===== src/rtl/slot_payout_if.sv =====
// Slot payout bus: groups the spin/reel handshake and the result/credit
// outputs of slot_payout into one bundle.
//   master : drives spin/reel requests, observes results (testbench side)
//   slave  : consumes spin/reel requests, produces results (slot_payout)
// Signals:
//   i_spin_start   one-cycle spin request
//   i_reels_valid  one-cycle pulse, reels stopped and i_reel0..2 stable
//   i_reel0..2     stopped reel digits (0..9 valid)
//   o_start_ok     one-cycle pulse, spin accepted
//   o_start_deny   one-cycle pulse, spin refused (insufficient credit)
//   o_result_valid one-cycle pulse, payout computed
//   o_win          level, last evaluated spin paid more than 0
//   o_payout       binary payout of the last evaluated spin
//   o_credit_bcd   credit as three BCD digits, hundreds in [11:8]
//   o_busy         1 whenever the controller is not idle
interface slot_payout_if;
  logic        i_spin_start;
  logic        i_reels_valid;
  logic [3:0]  i_reel0;
  logic [3:0]  i_reel1;
  logic [3:0]  i_reel2;
  logic        o_start_ok;
  logic        o_start_deny;
  logic        o_result_valid;
  logic        o_win;
  logic [5:0]  o_payout;
  logic [11:0] o_credit_bcd;
  logic        o_busy;

  modport master (
    output i_spin_start, i_reels_valid, i_reel0, i_reel1, i_reel2,
    input  o_start_ok, o_start_deny, o_result_valid, o_win, o_payout,
           o_credit_bcd, o_busy
  );

  modport slave (
    input  i_spin_start, i_reels_valid, i_reel0, i_reel1, i_reel2,
    output o_start_ok, o_start_deny, o_result_valid, o_win, o_payout,
           o_credit_bcd, o_busy
  );
endinterface


===== src/rtl/slot_payout.sv =====
// Slot machine payout controller. Deducts the bet on a spin request, latches
// the stopped reels, evaluates the payout table and pays the winnings into a
// three-digit BCD credit register one unit per cycle, saturating at 999.
// Ports:
//   i_clock  clock, all state updates on its rising edge
//   i_reset  synchronous active-high reset
//   bus      slot_payout_if.slave (spin/reel requests in, results out)
//
// state | meaning
// IDLE  | waiting for a spin request; reel strobes ignored
// SPIN  | bet taken, waiting for the reels to stop
// EVAL  | one cycle, reels latched, payout computed on its edge
// PAY   | moving payout into credit, one unit per cycle
module slot_payout #(
  parameter int START_CREDIT = 10,
  parameter int BET          = 1
) (
  input logic          i_clock,
  input logic          i_reset,
  slot_payout_if.slave bus
);

  typedef enum logic [1:0] {IDLE, SPIN, EVAL, PAY} state_t;

  localparam logic [3:0] BET_D   = 4'(BET);
  localparam logic [3:0] START_H = 4'(START_CREDIT / 100);
  localparam logic [3:0] START_T = 4'((START_CREDIT / 10) % 10);
  localparam logic [3:0] START_O = 4'(START_CREDIT % 10);

  state_t      state, state_nx;
  logic [3:0]  cred_h, cred_t, cred_o;
  logic [3:0]  cred_h_nx, cred_t_nx, cred_o_nx;
  logic [3:0]  reel0_q, reel1_q, reel2_q;
  logic [3:0]  reel0_nx, reel1_nx, reel2_nx;
  logic [5:0]  payout_q, payout_nx, remain_q, remain_nx;
  logic        win_q, win_nx;
  logic        ok_q, ok_nx, deny_q, deny_nx, rv_q, rv_nx;
  logic [5:0]  eval_pay;
  logic        can_bet, at_max;

  always_comb begin
    eval_pay = 6'd0;
    if (reel0_q > 4'd9 || reel1_q > 4'd9 || reel2_q > 4'd9) begin
      eval_pay = 6'd0;
    end else if (reel0_q == reel1_q && reel1_q == reel2_q) begin
      eval_pay = (reel0_q == 4'd7) ? 6'd50 : 6'd10;
    end else if (reel0_q == reel1_q || reel1_q == reel2_q || reel0_q == reel2_q) begin
      eval_pay = 6'd2;
    end
  end

  assign can_bet = (cred_h != 4'd0) || (cred_t != 4'd0) || (cred_o >= BET_D);
  assign at_max  = (cred_h == 4'd9) && (cred_t == 4'd9) && (cred_o == 4'd9);

  always_comb begin
    state_nx  = state;
    cred_h_nx = cred_h;
    cred_t_nx = cred_t;
    cred_o_nx = cred_o;
    reel0_nx  = reel0_q;
    reel1_nx  = reel1_q;
    reel2_nx  = reel2_q;
    payout_nx = payout_q;
    remain_nx = remain_q;
    win_nx    = win_q;
    ok_nx     = 1'b0;
    deny_nx   = 1'b0;
    rv_nx     = 1'b0;
    case (state)
      IDLE: begin
        // A request arriving while a refusal is still being signalled is
        // dropped: credit cannot change in IDLE, so it would be refused
        // again, and a back-to-back deny pulse would stretch past one cycle.
        if (bus.i_spin_start && !deny_q) begin
          if (can_bet) begin
            // BET is a single digit, so a borrow only ever starts at ones.
            if (cred_o >= BET_D) begin
              cred_o_nx = cred_o - BET_D;
            end else begin
              cred_o_nx = cred_o + 4'd10 - BET_D;
              if (cred_t != 4'd0) begin
                cred_t_nx = cred_t - 4'd1;
              end else begin
                cred_t_nx = 4'd9;
                cred_h_nx = cred_h - 4'd1;
              end
            end
            ok_nx    = 1'b1;
            state_nx = SPIN;
          end else begin
            deny_nx = 1'b1;
          end
        end
      end
      SPIN: begin
        if (bus.i_reels_valid) begin
          reel0_nx = bus.i_reel0;
          reel1_nx = bus.i_reel1;
          reel2_nx = bus.i_reel2;
          state_nx = EVAL;
        end
      end
      EVAL: begin
        payout_nx = eval_pay;
        remain_nx = eval_pay;
        win_nx    = (eval_pay != 6'd0);
        rv_nx     = 1'b1;
        state_nx  = (eval_pay != 6'd0) ? PAY : IDLE;
      end
      PAY: begin
        if (at_max) begin
          remain_nx = 6'd0;
          state_nx  = IDLE;
        end else begin
          if (cred_o != 4'd9) begin
            cred_o_nx = cred_o + 4'd1;
          end else begin
            cred_o_nx = 4'd0;
            if (cred_t != 4'd9) begin
              cred_t_nx = cred_t + 4'd1;
            end else begin
              cred_t_nx = 4'd0;
              cred_h_nx = cred_h + 4'd1;
            end
          end
          remain_nx = remain_q - 6'd1;
          if (remain_q == 6'd1) begin
            state_nx = IDLE;
          end
        end
      end
      default: state_nx = IDLE;
    endcase
  end

  always_ff @(posedge i_clock) begin
    if (i_reset) begin
      state    <= IDLE;
      cred_h   <= START_H;
      cred_t   <= START_T;
      cred_o   <= START_O;
      reel0_q  <= 4'd0;
      reel1_q  <= 4'd0;
      reel2_q  <= 4'd0;
      payout_q <= 6'd0;
      remain_q <= 6'd0;
      win_q    <= 1'b0;
      ok_q     <= 1'b0;
      deny_q   <= 1'b0;
      rv_q     <= 1'b0;
    end else begin
      state    <= state_nx;
      cred_h   <= cred_h_nx;
      cred_t   <= cred_t_nx;
      cred_o   <= cred_o_nx;
      reel0_q  <= reel0_nx;
      reel1_q  <= reel1_nx;
      reel2_q  <= reel2_nx;
      payout_q <= payout_nx;
      remain_q <= remain_nx;
      win_q    <= win_nx;
      ok_q     <= ok_nx;
      deny_q   <= deny_nx;
      rv_q     <= rv_nx;
    end
  end

  assign bus.o_start_ok     = ok_q;
  assign bus.o_start_deny   = deny_q;
  assign bus.o_result_valid = rv_q;
  assign bus.o_win          = win_q;
  assign bus.o_payout       = payout_q;
  assign bus.o_credit_bcd   = {cred_h, cred_t, cred_o};
  assign bus.o_busy         = (state != IDLE);

endmodule


===== src/flat_wrapper.sv =====
// flat-port wrapper written by rule: the top's interface ports become plain ports
module slot_payout_flat 
#(
  parameter int START_CREDIT = 10,
  parameter int BET          = 1
)
  (i_clock, i_reset, bus_i_spin_start, bus_i_reels_valid, bus_i_reel0, bus_i_reel1, bus_i_reel2, bus_o_start_ok, bus_o_start_deny, bus_o_result_valid, bus_o_win, bus_o_payout, bus_o_credit_bcd, bus_o_busy);
  slot_payout_if bus_i ();
  input logic i_clock;
  input logic i_reset;
  input wire logic [$bits(bus_i.i_spin_start)-1:0] bus_i_spin_start;
  input wire logic [$bits(bus_i.i_reels_valid)-1:0] bus_i_reels_valid;
  input wire logic [$bits(bus_i.i_reel0)-1:0] bus_i_reel0;
  input wire logic [$bits(bus_i.i_reel1)-1:0] bus_i_reel1;
  input wire logic [$bits(bus_i.i_reel2)-1:0] bus_i_reel2;
  output wire logic [$bits(bus_i.o_start_ok)-1:0] bus_o_start_ok;
  output wire logic [$bits(bus_i.o_start_deny)-1:0] bus_o_start_deny;
  output wire logic [$bits(bus_i.o_result_valid)-1:0] bus_o_result_valid;
  output wire logic [$bits(bus_i.o_win)-1:0] bus_o_win;
  output wire logic [$bits(bus_i.o_payout)-1:0] bus_o_payout;
  output wire logic [$bits(bus_i.o_credit_bcd)-1:0] bus_o_credit_bcd;
  output wire logic [$bits(bus_i.o_busy)-1:0] bus_o_busy;
  assign bus_i.i_spin_start = bus_i_spin_start;
  assign bus_i.i_reels_valid = bus_i_reels_valid;
  assign bus_i.i_reel0 = bus_i_reel0;
  assign bus_i.i_reel1 = bus_i_reel1;
  assign bus_i.i_reel2 = bus_i_reel2;
  assign bus_o_start_ok = bus_i.o_start_ok;
  assign bus_o_start_deny = bus_i.o_start_deny;
  assign bus_o_result_valid = bus_i.o_result_valid;
  assign bus_o_win = bus_i.o_win;
  assign bus_o_payout = bus_i.o_payout;
  assign bus_o_credit_bcd = bus_i.o_credit_bcd;
  assign bus_o_busy = bus_i.o_busy;
  slot_payout #(.START_CREDIT(START_CREDIT), .BET(BET)) u_core (.i_clock(i_clock), .i_reset(i_reset), .bus(bus_i));
endmodule

===== config.mk =====
export PLATFORM = sky130hd
export DESIGN_NAME = slot_payout_flat
export DESIGN_NICKNAME = d
export VERILOG_FILES = /design/src/rtl/slot_payout_if.sv /design/src/rtl/slot_payout.sv /design/src/flat_wrapper.sv
export SDC_FILE = /design/constraint.sdc
export NUM_CORES = 1
export LEC_CHECK = 0
export BUFFER_PORTS_ARGS = -buffer_cell sky130_fd_sc_hd__buf_2
export CAP_MARGIN = 20
export CORE_MARGIN = 5
export CORE_UTILIZATION = 40
export CTS_CLUSTER_DIAMETER = 100
export DETAILED_ROUTE_END_ITERATION = 8
export PLACE_DENSITY = 0.72
export SLEW_MARGIN = 15
export SYNTH_ARGS = -nofsm -noshare
export SYNTH_HDL_FRONTEND = slang
export SYNTH_SLANG_ARGS = --single-unit

===== constraint.sdc =====
create_clock -name i_clock -period 2.5 [get_ports i_clock]
set_clock_uncertainty 0.2 [all_clocks]
set_input_delay 0.5 -clock i_clock [delete_from_list [all_inputs] [get_ports i_clock]]
set_output_delay 0.5 -clock i_clock [all_outputs]
set_load 0.1 [all_outputs]

# --- Yosys cells after proc, flatten, opt, wreduce, memory -nomap -nowiden ---
# Cells that the tools add are included.
classes:
  add_sub_neg: 9
  n_lt_le_gt_ge: 4
  eq_ne: 22
  mux: 38
  bitwise_logic: 2
  n_reduce_logical: 24
op_table:
  columns: ["operator", "count"]
  rows:
  - ["2-to-1 mux 4 bit", 19]
  - ["2-to-1 mux 6 bit", 4]
  - ["one-hot mux 4 bit (2 select lines)", 3]
  - ["subtractor 4 x 1 -> 4 bit (second input constant)", 4]
  - ["2-to-1 mux 2 bit", 7]
  - ["adder 4 x 1 -> 4 bit (second input constant)", 3]
  - ["equality test 4 bit", 3]
  - ["equality test 4 bit (second input constant)", 3]
  - ["> comparator 4 bit (second input constant)", 3]
  - ["!= test 2 bit (second input constant)", 6]
  - ["one-hot mux 6 bit (2 select lines)", 1]
  - ["!= test 4 bit (second input constant)", 2]
  - ["one-hot mux 2 bit (4 select lines)", 1]
  - ["AND reduction 4 bit", 2]
  - ["AND reduction 8 bit", 1]
  - ["nonzero test 4 bit", 2]
  - ["equality test 6 x 1 -> 1 bit (second input constant)", 1]
  - ["logical OR 1 bit", 6]
  - ["AND reduction 6 bit", 1]
  - ["nonzero test 2 bit", 3]
  - ["nonzero test 6 bit", 1]
  - ["subtractor 6 x 1 -> 6 bit (second input constant)", 1]
  - ["adder 4 bit (second input constant)", 1]
  - ["equality test 2 bit (second input constant)", 2]
  - ["12 further kinds", 19]
totals:
  register_bits: 42
  in_bits: 16
  out_inout_bits: 23
  word_cells: 112

# --- Logic depth before layout (Yosys ltp) ---
logic_depth:
  ltp_word: 9
  ltp_mapped: 9
  depth_no_buf: 8

# --- Worst setup path after synthesis ---
# OpenSTA, ideal clock, no wires.
synth_path:
  path_kind: "reg2reg"
  from: "register u_core.cred_o[0]"
  to: "register u_core.cred_o[2]"
  setup_ns: 0.074
  arrival_ns: 2.865
  t_required_ns: 2.226
  setup_slack_ns: -0.639
  stages_incl_launch_ff: 8
  path_buffers: 0
  period_less_slack_ns: 3.139
  path_cell_list: "dfxtp_1 > inv_1 > ha_1 > nor4b_2 > a31o_2 > mux2_4 > or4_1 > a31oi_1"
synth_via:
  elab_chain_len: 6
  word_cells_on_any_way: 18
  classes_between: "add/sub (4); order compare (1); eq/ne (4); mux (6); reduce/logical (3)"
synth_lines:
  columns: ["item", "line_no", "text"]
  rows:
  - ["from (decl)", "slot_payout.sv:31", "logic [3:0] cred_h, cred_t, cred_o;"]
  - ["from (signal assigned)", "slot_payout.sv:155", "cred_o <= cred_o_nx;"]
  - ["adder 4 bit", "slot_payout.sv:80", "cred_o_nx = cred_o + 4'd10 - BET_D;"]
  - ["subtractor 4 x 1 -> 4 bit", "slot_payout.sv:80", null]
  - ["2-to-1 mux 4 bit", "slot_payout.sv:77", "if (cred_o >= BET_D) begin"]
  - ["2-to-1 mux 4 bit", "slot_payout.sv:75", "if (can_bet) begin"]
  - ["2-to-1 mux 4 bit", "slot_payout.sv:74", "if (bus.i_spin_start && !deny_q) begin"]
  - ["one-hot mux 4 bit (2 select lines)", "slot_payout.sv:69", "case (state)"]
# Parallel ways exist; a longest one is shown, timed or not. The select of a mux whose other input is x is not followed.
# A chain may end at the register's enable or synchronous reset.

# --- Worst setup path after layout ---
layout_path:
  from: "register u_core.cred_o[1]"
  to: "register u_core.cred_o[2]"
# Same word-level chain as after synthesis.

==> metrics.cfg <==
[timing]
finalSetupTns_ns=0
worst_slack_ns=0.137
tightest_slew_ns=0.769
max_freq_ghz=0.423
rsz0062_at_grt=false
finalSetupViolations=0
period_share_pct=94.5
max_slew_margin_pct=47.4
slew_viol_final=0
hold_viol_final=0
min_period_ns=2.36

[place]
portBuffers=36
place_ws_ns=0.109
gp_congestion=0.783
dp_hpwl_um=3660

[clocking]
cts_made_buffers=5
clock_latency_ns=0.30
cts_tree=built
cts-root-buf=clkbuf_8
clock_path_buffers=2
cts-htree-levels=2
clkTransAtPathRegs_ns=0.09
cts_sinks=39

[finish]
syn2layout_area_growth_pct=15.8
fin_nets=333
diodes=0
drive_gt1_share_pct=23.5
layout_common_cells=41 x nand2_1, 36 x buf_2, 34 x a21oi_1
final_util_pct=47.4
final_common_cell=nand2_1

[synth]
netlist_instances=275
synth_flop_cell=dfxtp_1
synth_area_sq_um=2240
ys_seq_area_share_pct=34.9
synth_edf_count=0
synth.distinct_cells=55
syn-mean-instance-area_sq_um=8.14
synthArstFlopShare_pct=0
synth_seq_cells=39
ys_warn_count=0

[floorplanning]
die_area_sq_um=7200
num_io_pins=39
rows=27
start_util_pct=40.9
fp.dieW_um=84.8
coreArea_sq_um=5470
die_y_um=84.8

[power_and_ir_drop]
power_frac_clock_pct=16.6
swShare_pct=49.5
total_power_mw=2.66
combPwrFrac_pct=50.1
power_density_nw_per_um2=1030
switchingPower_mw=1.32
power.share.sequential_pct=33.3
ir_drop_mv=0.581
power_leakage_nw=1.00
internal-power_mw=1.34

[setup_path]
path_class=flop to flop
r2r_slack_ns=0.14
critPathLaunchType=flop
cp.required_ns=2.51
arrival_ns=2.38
worstPathMaxFanout=10
crit-reg2reg-capture=u_core.cred_o[2]
worstSetupStartpoint=u_core.cred_o[1]
reg2reg_from=u_core.cred_o[1]
setup.worst_path.end_class=flop
rr_worst_depth=7
cp-endpoint=u_core.cred_o[2]

[job]
max-cap-violations=0

[global_routing]
grt_use_met1_pct=17.7
antenna_found_initial=0
use_met3_pct=3.40
grt_max_degree=41
gr-max-usage-layer=met2
overflow=0
grt_util_all_layers_pct=14.0
first_global_vias=1805
grt_pass1_wl_um=8460
globalRouteMet2Util_pct=23.5

[detailed_routing]
wirelength_um=5040
ant_nets=0
wl_per_cell_um=13.2
vias=2018
drt_iter0_drc=76
drc=0
drt_pass1_iterations=4
vias_per_cell=5.28

[status]
status=finished, final reports clean

[min_path]
hp-class=primary input to flop

-- logic make-up after synthesis --
logic type / share of synthesized area [%]
buffers and inverters: 5.53
AND/OR/NAND/NOR: 23.5
AO/OA/AOI/OAI: 21.6
flip-flops: 34.9
multiplexers: 2.51
other: 0.167
adder cells (fa/ha/maj): 4.80
XOR/XNOR: 7.04
-- worst max-delay path: stages (launching register included) --
cell and delay (ns):
dfxtp_4 0.37, inv_2 0.07, ha_1 0.30, nor4b_4 0.11, a31o_2 0.25, mux2_4 0.31
or4_1 0.50, a31oi_1 0.17
-- power groups by stage --
| stage | registers, mW | logic, mW | clock network [mW] |
|---|---|---|---|
| after floorplan | 1.27 | 0.712 | 0 |
| after global placement | 0.887 | 1.30 | 0 |
| after detailed placement | 0.897 | 1.31 | 0 |
| after CTS | 0.881 | 1.32 | 0.460 |
| after global routing | 0.912 | 1.42 | 0.492 |
| final | 0.886 | 1.33 | 0.442 |
-- repair_timing --
action | in CTS | in global routing
setup endpoints to repair | 0 | 2
hold buffers | 0 | 0
resized for setup | 0 | 1
buffers inserted | 0 | 0
-- through the flow --
stage | std cells | instance area, sq um | hold WS, ns
2_1_floorplan | 276 | 2260 | 0.274
3_3_place_gp | 374 | 2490 | 0.245
3_5_place_dp | 374 | 2490 | 0.247
4_1_cts | 382 | 2580 | 0.220
5_1_grt | 382 | 2590 | 0.209
6_report | 382 | 2590 | 0.231
-- routing by layer --
| layer | wire length (um) | vias to the layer above |
|---|---|---|
| met4 | 79 | 0 |
| li1 | - | 1045 |
| met5 | 0 | - |
| met2 | 2370 | 34 |
| met1 | 2370 | 931 |
| met3 | 228 | 8 |
-- cell usage after synthesis, types with 5 or more instances --
cell type   n  area (sq um)
nand2_1    41           154
nor3_1      8          40.0
ha_1        7          87.6
nand3_1     7          35.0
buf_4       6          45.0
a21oi_1    34           170
inv_1       7          26.3
o21ai_0     9          45.0
dfxtp_1    39           781
nor4_1      5          31.3
xnor2_1    17           149
clkbuf_1    8          30.0
nor2_1     18          67.6
-- registers in the layout, indices dropped and copies added, names as in the netlist --
register	count
u_core.reel0_q	4
u_core.bus.o_result_valid	1
u_core.reel2_q	4
u_core.cred_t	4
u_core.cred_o	4
u_core.bus.o_payout	3
u_core.bus.o_win	1
u_core.bus.o_start_deny	1
u_core.remain_q	6
u_core.cred_h	4
u_core.bus.o_start_ok	1
u_core.reel1_q	4
u_core.state	2
-- layout make-up --
| class | instances | area, sq um |
|---|---|---|
| fillers | 559 | 2880 |
| multi-input cells | 212 | 1350 |
| flip-flops and latches | 39 | 801 |
| repair buffers | 43 | 233 |
| well taps | 72 | 90.1 |
| clock buffers | 5 | 68.8 |
| inverters | 8 | 30.0 |
| clock inverters | 3 | 23.8 |
-- worst min path at each step --
stage          cells after the start                   start  slack [ns]                endpoint
2_1_floorplan                      2       u_core.reel1_q[0]        0.27       u_core.reel1_q[0]
3_5_place_dp                       2  u_core.bus.o_payout[1]        0.25  u_core.bus.o_payout[1]
5_1_grt                            3          bus_i_reel1[0]        0.21       u_core.reel1_q[0]
6_report                           3          bus_i_reel2[3]        0.23       u_core.reel2_q[3]
3_3_place_gp                       2        u_core.bus.o_win        0.25        u_core.bus.o_win
4_1_cts                            3          bus_i_reel1[0]        0.22       u_core.reel1_q[0]
Note: power is estimated with default switching activity, not from simulation.
